===== config.mk =====
export PLATFORM = sky130hd
export DESIGN_NAME = z80_intr_ctrl
export DESIGN_NICKNAME = d
export VERILOG_FILES = /design/src/rtl/z80_intr_ctrl_pkg.sv /design/src/rtl/intr_prio_enc.sv /design/src/rtl/z80_intr_ctrl.sv
export SDC_FILE = /design/constraint.sdc
export NUM_CORES = 1
export LEC_CHECK = 0
export ABC_AREA = 1
export ABC_CLOCK_PERIOD_IN_PS = 4500
export CORE_MARGIN = 2
export CORE_UTILIZATION = 44
export DETAILED_ROUTE_END_ITERATION = 8
export HOLD_SLACK_MARGIN = 0.02
export PLACE_DENSITY = 0.95
export SYNTH_ARGS = -nofsm -noshare
export SYNTH_HDL_FRONTEND = slang
export SYNTH_SLANG_ARGS = --single-unit

===== constraint.sdc =====
create_clock -name CLK -period 4.5 [get_ports CLK]
set_clock_uncertainty 0.05 [all_clocks]
set_input_delay 0.675 -clock CLK [delete_from_list [all_inputs] [get_ports CLK]]
set_output_delay 0.675 -clock CLK [all_outputs]
set_load 0.03 [all_outputs]

===== src/rtl/z80_intr_ctrl_pkg.sv =====
// ============================================================================
// Module : z80_intr_ctrl_pkg
// Brief  : Shared encodings for the Z80 interrupt controller: FSM states,
//          interrupt-mode codes, fixed service addresses, IM2 pointer helper.
// Rev    : 1.0  initial release
// ============================================================================
`default_nettype none

package z80_intr_ctrl_pkg;

  // Controller FSM encoding
  typedef enum logic [1:0] {
    IDLE    = 2'b00,
    INT_REQ = 2'b01,
    NMI_REQ = 2'b10
  } state_t;

  // Interrupt mode codes as written by IM n
  localparam logic [1:0] IM_MODE0 = 2'd0;
  localparam logic [1:0] IM_MODE1 = 2'd1;
  localparam logic [1:0] IM_MODE2 = 2'd2;
  localparam logic [1:0] IM_BAD   = 2'd3;

  // Fixed service addresses
  localparam logic [15:0] ADDR_NMI = 16'h0066;
  localparam logic [15:0] ADDR_IM1 = 16'h0038;

  // IM2 table pointer: I register in the high byte, per-source slot in the low byte
  function automatic logic [15:0] im2_ptr(input logic [7:0] ireg,
                                          input logic [7:0] base,
                                          input logic [2:0] src);
    logic [7:0] lo;
    lo = base + {4'b0000, src, 1'b0};
    return {ireg, lo};
  endfunction

endpackage

`default_nettype wire


===== src/rtl/intr_prio_enc.sv =====
// ============================================================================
// Module : intr_prio_enc
// Brief  : Fixed-priority encoder; reports the lowest set request index and
//          whether any request is set. Index 0 wins.
// Rev    : 1.0  initial release
// ============================================================================
`default_nettype none

module intr_prio_enc #(
  parameter int NUM_IRQ = 4
) (
  input  logic [NUM_IRQ-1:0] req,
  output logic [2:0]         idx,
  output logic               valid
);

  // Scan from the top down so the lowest set index is the last one written
  always_comb begin
    idx   = '0;
    valid = 1'b0;
    for (int i = NUM_IRQ - 1; i >= 0; i--) begin
      if (req[i]) begin
        idx   = 3'(i);
        valid = 1'b1;
      end
    end
  end

endmodule

`default_nettype wire


===== src/rtl/z80_intr_ctrl.sv =====
// ============================================================================
// Module : z80_intr_ctrl
// Brief  : Multi-source interrupt controller for the Z80-compatible core.
//          NUM_IRQ prioritised maskable sources plus edge-detected NMI,
//          IFF1/IFF2 with one-instruction EI delay, IM0/IM1/IM2 targets.
// Config : Z80_INTR_IRQ_LATCH_EN - when defined, irq_in bits are rising-edge
//          captured into sticky pending bits; otherwise sources are levels.
// Rev    : 1.0  initial release
// ============================================================================
`default_nettype none

module z80_intr_ctrl
  import z80_intr_ctrl_pkg::*;
#(
  parameter int          NUM_IRQ      = 4,
  parameter logic [7:0]  VEC_BASE     = 8'hE0,
  parameter logic [15:0] IM0_RST_ADDR = 16'h0038
) (
  input  logic               CLK,
  input  logic               RST,
  input  logic [NUM_IRQ-1:0] irq_in,
  input  logic [NUM_IRQ-1:0] irq_mask,
  input  logic               nmi_in,
  input  logic               ei_dec,
  input  logic               di_dec,
  input  logic               retn_dec,
  input  logic               im_wr,
  input  logic [1:0]         im_val,
  input  logic [7:0]         i_reg,
  input  logic               instr_retire,
  input  logic               mem_pipe_stall,
  input  logic               flush0,
  output logic               interrupt_RQ,
  output logic               intern_INT,
  output logic               intern_NMI,
  output logic [15:0]        int_addr,
  output logic               int_is_vec,
  output logic [2:0]         int_src,
  output logic               IFF1,
  output logic               IFF2,
  output logic [1:0]         im_mode
);

  state_t             state;
  state_t             next_state;
  logic               ei_pend;
  logic               nmi_prev;
  logic               nmi_pend;
  logic               nmi_edge;
  logic [NUM_IRQ-1:0] req_vec;
  logic [2:0]         prio_idx;
  logic               prio_valid;
  logic               eligible;
  logic               any_flag_dec;
  logic               enter_int;
  logic               enter_nmi;
  logic               iff1_d;
  logic               iff2_d;
  logic               ei_pend_d;

`ifdef Z80_INTR_IRQ_LATCH_EN
  logic [NUM_IRQ-1:0] irq_prev;
  logic [NUM_IRQ-1:0] pend_q;
  logic [NUM_IRQ-1:0] svc_clr;

  // One-hot clear of the source being serviced in the intern_INT cycle
  always_comb begin
    svc_clr = '0;
    for (int i = 0; i < NUM_IRQ; i++) begin
      svc_clr[i] = intern_INT && (int_src == 3'(i));
    end
  end

  // Sticky pending bits; edges are captured regardless of the mask, and a
  // new edge in the clear cycle wins so it is not dropped
  always_ff @(posedge CLK) begin
    if (RST) begin
      irq_prev <= '0;
      pend_q   <= '0;
    end else if (!mem_pipe_stall) begin
      irq_prev <= irq_in;
      pend_q   <= (pend_q & ~svc_clr) | (irq_in & ~irq_prev);
    end
  end

  assign req_vec = pend_q & irq_mask;
`else
  assign req_vec = irq_in & irq_mask;
`endif

  intr_prio_enc #(
    .NUM_IRQ (NUM_IRQ)
  ) u_prio (
    .req   (req_vec),
    .idx   (prio_idx),
    .valid (prio_valid)
  );

  assign nmi_edge     = nmi_in && !nmi_prev;
  assign eligible     = prio_valid && IFF1 && !ei_pend;
  assign any_flag_dec = di_dec || retn_dec || ei_dec;
  assign enter_int    = (state == IDLE) && (next_state == INT_REQ);
  assign enter_nmi    = (state == IDLE) && (next_state == NMI_REQ);

  // FSM state register
  always_ff @(posedge CLK) begin
    if (RST) state <= IDLE;
    else     state <= next_state;
  end

  // FSM next state; a stall freezes the machine where it is
  always_comb begin
    next_state = state;
    if (!mem_pipe_stall) begin
      case (state)
        IDLE: begin
          if (nmi_pend)                         next_state = NMI_REQ;
          else if (eligible && !any_flag_dec)   next_state = INT_REQ;
        end
        INT_REQ, NMI_REQ: begin
          if (flush0) next_state = IDLE;
        end
        default: next_state = IDLE;
      endcase
    end
  end

  // FSM outputs; service pulses fire in the flush0 cycle, never under stall or reset
  always_comb begin
    interrupt_RQ = (state != IDLE);
    intern_INT   = !RST && !mem_pipe_stall && (state == INT_REQ) && flush0;
    intern_NMI   = !RST && !mem_pipe_stall && (state == NMI_REQ) && flush0;
  end

  // NMI edge detector keeps sampling through stalls so no edge is lost
  always_ff @(posedge CLK) begin
    if (RST) begin
      nmi_prev <= 1'b0;
      nmi_pend <= 1'b0;
    end else begin
      nmi_prev <= nmi_in;
      nmi_pend <= (nmi_pend && !enter_nmi) || nmi_edge;
    end
  end

  // Interrupt flip-flop update: decoded instructions first, FSM entry overrides
  always_comb begin
    iff1_d    = IFF1;
    iff2_d    = IFF2;
    ei_pend_d = ei_pend;
    if (retn_dec) iff1_d = IFF2;
    if (di_dec) begin
      ei_pend_d = 1'b0;
      iff1_d    = 1'b0;
      iff2_d    = 1'b0;
    end else if (ei_dec) begin
      ei_pend_d = 1'b1;
    end else if (ei_pend && instr_retire) begin
      ei_pend_d = 1'b0;
      iff1_d    = 1'b1;
      iff2_d    = 1'b1;
    end
    if (enter_int) begin
      iff1_d = 1'b0;
      iff2_d = 1'b0;
    end
    if (enter_nmi) iff1_d = 1'b0;
  end

  // Flag and mode registers, frozen while the memory pipe stalls
  always_ff @(posedge CLK) begin
    if (RST) begin
      IFF1    <= 1'b0;
      IFF2    <= 1'b0;
      ei_pend <= 1'b0;
      im_mode <= IM_MODE0;
    end else if (!mem_pipe_stall) begin
      IFF1    <= iff1_d;
      IFF2    <= iff2_d;
      ei_pend <= ei_pend_d;
      if (im_wr && (im_val != IM_BAD)) im_mode <= im_val;
    end
  end

  // Service target latched on FSM entry and held until the next entry
  always_ff @(posedge CLK) begin
    if (RST) begin
      int_addr   <= '0;
      int_is_vec <= 1'b0;
      int_src    <= '0;
    end else if (enter_nmi) begin
      int_addr   <= ADDR_NMI;
      int_is_vec <= 1'b0;
    end else if (enter_int) begin
      int_src <= prio_idx;
      case (im_mode)
        IM_MODE1: begin
          int_addr   <= ADDR_IM1;
          int_is_vec <= 1'b0;
        end
        IM_MODE2: begin
          int_addr   <= im2_ptr(i_reg, VEC_BASE, prio_idx);
          int_is_vec <= 1'b1;
        end
        default: begin
          int_addr   <= IM0_RST_ADDR;
          int_is_vec <= 1'b0;
        end
      endcase
    end
  end

endmodule

`default_nettype wire


==> reports/results.md <==
| Item | Reported |
|---|---|
| EDFF count, synth | 0 |
| Via-per-instance ratio | 4.84 |
| Post-Route Setup TNS | 0 ns |
| Clock transition at the registers of the reported paths | 0.12 ns |
| # hold bufs at CTS | 0 |
| First-pass iteration count of the detailed router | 4 |
| Number of cells after detailed placement | 255 |
| Type of the tightest min-delay check | flip-flop to flip-flop |
| Bufs on Longest Clock Path | 2 |
| Most used standard cell by instance count after synthesis | nand2_1 |
| Number of CTS-inserted buffers | 3 |
| Number of synthesized register bits | 25 |
| Overall power after layout | 0.433 mW |
| Global-route usage over all layers | 17.7% |
| Ys async rst share | 0% |
| Period Utilization, post-route | 67.8% |
| Effective utilization at floorplan | 45.6% |
| Leading post-synthesis cells by cell area | dfxtp_1, nand2_1, inv_1 |
| Highest net fanout along the worst path | 9 |
| Routed WL per cell | 10.3 µm |
| Setup Fix Bufs, Post-CTS | 0 |
| Chip width | 57.0 µm |
| DIE AREA | 3250 µm² |
| Count of mapped cells out of synthesis | 180 |
| Status | finished clean |
| Largest net degree at the start of global routing | 22 |
| Detailed router's first-iteration violation count | 37 |
| Sequential area share after synthesis | 40.5% |
| Classification of the worst setup path | input pin to output port |
| Post-Layout Cell Count | 259 |
| Number of DRC violations after detailed routing | 0 |
| Wire length of the first global-routing pass | 4710 µm |
| Unique cell type count in the Yosys netlist | 26 |
| Number of failing setup endpoints in the final timing report | 0 |
| Endpoint kind of the worst setup timing path | output port |
| Congestion Overflow GR | 0 |
| Static Leakage | 0.743 nW |
| Cts repair resizes | 0 |
| Critical Path Source Type | input pin |
| VDD IR-drop max | 0.259 mV |
| Worst Path Arrival | 2.33 ns |
| Placed inst area | 1740 µm² |
| Top post-synthesis cells by count | nand2_1, dfxtp_1, inv_1, a21oi_1, nand3_1 |
| Clk Tree Root Cell | clkbuf_4 |
| Synthesized area | 1230 µm² |
| H-Tree Level Count | 1 |
| Antenna violations before repair | 0 |
| Antenna Violating Nets Remaining | 0 |
| Count of port buffers added during placement | 52 |
| Number of rows in the core area | 19 |
| Overall die height | 57.0 µm |
| Synthesized area divided by synthesized cell count | 6.86 µm² |
| Area Growth Syn to Fin | 43.2% |
| Achievable Freq | 328 MHz |
| Final Max Slew Viols | 0 |
| Count of antenna diodes in the layout | 0 |
| Hold violation total from the final report | 0 |
| Post-layout instance area | 1770 µm² |
| Pwr dens | 245 nW/µm² |
| Worst hold slack across all endpoints | 0.385 ns |
| Core Box Area | 2710 µm² |
| Number of synthesis warnings | 0 |
| Via count of the first global-routing pass | 1,139 |
| Max-Cap Viols | 0 |
| Via count of the routed design | 1,254 |
| Synth top area share | 40.5% |
| Final WL | 2660 µm |
| TritonCTS sink count | 25 |
| Data required, critical path | 3.77 ns |
| Library cell with the largest summed area after synthesis | dfxtp_1 |
| Primary FF master, synth | dfxtp_1 |
| Source-to-sink clock delay at the later pin of the worst-skew pair | 0.31 ns |
| TritonCTS clock tree | done |
| Final RePlAce weighted congestion | 0.800 |
| I/O pins | 55 |
| Half-perimeter wire length after placement | 2140 µm |
| Layout cells sized above 1 | 5.70% |
| Final layout net count | 261 |
| Final critical delay including setup and external delays | 3.05 ns |
| RSZ-0062 raised after global routing | false |
-- per-stage QoR --
stage | util, % | setup slack, ns
2_1_floorplan | - | 2.29
3_3_place_gp | 64.3 | 1.48
3_5_place_dp | 64.3 | 1.44
4_1_cts | 65.2 | 1.44
5_1_grt | 65.2 | 1.35
6_report | 65.2 | 1.45
-- layout make-up --
cell class / instances / area, µm²
fill: 249 / 942
multi-input combinational: 118 / 573
timing repair buffer: 52 / 520
sequential: 25 / 500
inverter: 29 / 109
tap: 31 / 38.8
clock buffer: 4 / 26.3
-- cells in the final DEF, fill, tap and decap left out, types with 2 or more instances in the layout --
| cell type | Yosys | routed |
|---|---|---|
| clkdlybuf4s50_1 | 0 | 52 |
| conb_1 | 1 | 2 |
| inv_1 | 24 | 24 |
| a21oi_1 | 14 | 14 |
| clkbuf_4 | 0 | 3 |
| nor2_1 | 11 | 11 |
| nand3_1 | 13 | 13 |
| nand3_2 | 2 | 2 |
| dfxtp_1 | 25 | 25 |
| inv_2 | 4 | 4 |
| o21ai_0 | 4 | 4 |
| ha_1 | 4 | 4 |
| a22oi_1 | 2 | 2 |
| nand2_1 | 56 | 56 |
-- layer usage --
| metal | part of all wire (%) | global-route usage (%) | up-vias |
|---|---|---|---|
| met4 | 0 | 2.99 | 0 |
| met3 | 6.4 | 4.99 | 0 |
| met2 | 50 | 31.2 | 44 |
| met5 | 0 | 0 | - |
| met1 | 44 | 22.0 | 554 |
| li1 | - | - | 656 |
-- final timing paths --
path | from | to | slack (ns) | depth (start not counted)
max reg2reg | state[1] | int_addr[2] | 1.87 | 14
min reg2reg | nmi_prev | nmi_pend | 0.38 | 1
max | RST | intern_INT | 1.45 | 5
min | nmi_prev | nmi_pend | 0.38 | 1
-- sequential cells by signal, indices dropped and copies added, names as in the netlist --
| name | flops |
|---|---|
| im_mode | 2 |
| IFF1 | 1 |
| int_src | 2 |
| state | 2 |
| nmi_pend | 1 |
| IFF2 | 1 |
| int_addr | 14 |
| ei_pend | 1 |
| nmi_prev | 1 |
-- cell families after synthesis --
group	synth area share, %
simple gates	29.7
compound gates	12.1
other cells	0.304
flops	40.5
buf+inv	13.4
fa+ha+maj	4.05
-- power by group --
part           internal [mW]  leakage, nW  switching, mW  total [mW]
registers              0.230        0.203        0.00537       0.236
logic                 0.0469        0.525         0.0541       0.101
clock network         0.0346       0.0150         0.0623      0.0969
-- critical path: stages --
cell             delay [ns]
clkdlybuf4s50_1        0.55
nor2_1                 0.24
nand2_1                0.09
nor2_1                 0.09
clkdlybuf4s50_1        0.67
(Power assumes the default switching activity.)
==> RTL change (same settings) <==
The 3 states of `state_t` get a one-hot encoding in 3 bits.
--- a/src/rtl/z80_intr_ctrl_pkg.sv
+++ b/src/rtl/z80_intr_ctrl_pkg.sv
@@ -9,10 +9,10 @@
 package z80_intr_ctrl_pkg;
 
   // Controller FSM encoding
-  typedef enum logic [1:0] {
-    IDLE    = 2'b00,
-    INT_REQ = 2'b01,
-    NMI_REQ = 2'b10
+  typedef enum logic [2:0] {
+    IDLE    = 3'b001,
+    INT_REQ = 3'b010,
+    NMI_REQ = 3'b100
   } state_t;
 
   // Interrupt mode codes as written by IM n
Formal check against the unedited RTL: same outputs for any inputs over 10 cycles, from zero or initial values and one cycle with RST high; not proved beyond that.
==> RTL change against the original RTL <==
  * Die area up 2.3%
  * Synthesized area up 2.5%
  * Wire length increased by 16%
  * Worst setup slack worse by 0.17 ns
  * Sequential cell count is 1 higher
  * Total power increased by 15%
  * Cell area up 3.5%
  * Fmax down 5.2%
  * Critical path type unchanged
==> RTL change: results (changes against the original RTL) <==
INFO  metric placement.cell_area = 1777 sq um (was 1742 sq um)
INFO  metric critical_path_arrival = 2.49 ns (was 2.33 ns)
INFO  metric place.detailed.hpwl = 2294 microns (was 2135 microns)
INFO  metric postRouteWirelength = 3100 microns (was 2662 microns)
INFO  metric synth-adder-area-share = 0 (was 0.04053)
INFO  metric finish.net_count = 260 (was 261)
INFO  metric final_core_utilization = 0.6691 (was 0.6524)
INFO  metric status = finished clean (unchanged)
INFO  metric layout-drive-gt1-share = 0.06926 (was 0.05702)
INFO  metric worst_r2r_path_depth = 10 (was 14)
INFO  metric via_count_of_the_first_global_routing_pass = 1193 (was 1139)
INFO  metric worstReg2RegEnd = IFF1 (was int_addr[2])
INFO  metric ys_top_cells_by_area = sky130_fd_sc_hd__dfxtp_1 (41%), sky130_fd_sc_hd__nand2_1 (17%), sky130_fd_sc_hd__a21oi_1 (8.3%) (was sky130_fd_sc_hd__dfxtp_1 (41%), sky130_fd_sc_hd__nand2_1 (17%), sky130_fd_sc_hd__inv_1 (7.3%))
INFO  metric drt-initial-drc-count = 47 (was 37)
INFO  metric library_cells_used_by_synthesis = 22 (was 26)
INFO  metric regToRegSetupSlack = 2.48 ns (was 1.87 ns)
INFO  metric detailedRoute.firstPassIterationCount = 4 (unchanged)
INFO  metric hp-class = reg -> reg (unchanged)
INFO  metric use_met1 = 0.2528 (was 0.2199)
INFO  metric xor_and_xnor_area_share_after_synthesis = 0 (unchanged)
INFO  metric n_fill_cell = 233 (was 249)
INFO  metric synth-compound-area-share = 0.1423 (was 0.1206)
INFO  metric synth.top_cells.by_count = sky130_fd_sc_hd__nand2_1 (56), sky130_fd_sc_hd__dfxtp_1 (26), sky130_fd_sc_hd__nor2_1 (22) (was sky130_fd_sc_hd__nand2_1 (56), sky130_fd_sc_hd__dfxtp_1 (25), sky130_fd_sc_hd__inv_1 (24))
INFO  metric gr_util_met3 = 0.04018 (was 0.04989)
INFO  metric grt_util_all_layers = 0.1916 (was 0.1774)
INFO  metric clk_pin_slew = 0.15 ns (was 0.12 ns)
INFO  metric clock_insertion_delay_worst_skew = 0.33 ns (was 0.31 ns)
INFO  metric wire_length_of_the_first_global_routing_pass = 5023 microns (was 4712 microns)
INFO  metric worst_hold_path.num_cells = 2 (was 1)
INFO  metric grtUsageMet2 = 0.3019 (was 0.3120)
INFO  metric met3WireLength = 208 microns (was 171 microns)
INFO  metric routed.top_layer = met4 (was met3)
INFO  metric sequential_area_share_after_synthesis = 0.4111 (was 0.4053)
INFO  metric p_leak = 0.7406 nW (was 0.7435 nW)
INFO  metric via_per_inst = 4.943 (was 4.842)
INFO  metric critical_path_peak_fanout = 10 (was 9)
INFO  metric wl_met2 = 1410 microns (was 1320 microns)
RTL change: cell types whose count changed after synthesis, moves of 4 or more:
cell / delta
sky130_fd_sc_hd__a21oi_1: +7
sky130_fd_sc_hd__inv_1: -8
sky130_fd_sc_hd__nor2_1: +11
sky130_fd_sc_hd__ha_1: -4
sky130_fd_sc_hd__nand3_1: -4
RTL change: layout make-up:
cell class / count / share of cell area
clock buffer: 3 / 0.01231
clock inverter: 1 / 0.01642
sequential: 26 / 0.2845
timing repair buffer: 52 / 0.2845
inverter: 19 / 0.03967
multi-input combinational: 130 / 0.3413
tap: 31 / 0.02120
RTL change: cells by family after synthesis:
logic type	count (synthesis)
other cells	1
compound gates	30
flops	26
simple gates	98
buf+inv	26
RTL change: how the worst min path moves through the flow:
stage / slack (ns) / startpoint / to
6_report: 0.42 / int_addr[10] / int_addr[10]
5_1_grt: 0.45 / int_addr[10] / int_addr[10]
4_1_cts: 0.43 / int_addr[10] / int_addr[10]
3_5_place_dp: 0.41 / im_mode[0] / im_mode[0]
3_3_place_gp: 0.40 / int_addr[9] / int_addr[9]
2_1_floorplan: 0.41 / ei_pend / ei_pend
RTL change: per-stage QoR:
stage / instances / total power [W] / setup WS (ns)
2_1_floorplan: 182 / 0.0002978 / 2.203
3_3_place_gp: 258 / 0.0003374 / 1.354
3_5_place_dp: 258 / 0.0003385 / 1.312
4_1_cts: 262 / 0.0004966 / 1.295
5_1_grt: 262 / 0.0005172 / 1.141
6_report: 262 / 0.0004971 / 1.281
RTL change: power breakdown:
part	internal (W)	total (W)	leakage, nW	switching (W)
clock network	0.0000902	0.000162	0.0279	0.0000721
logic	0.0000426	0.0000931	0.502	0.0000504
registers	0.000237	0.000242	0.211	0.00000471
total	0.000370	0.000497	0.741	0.000127
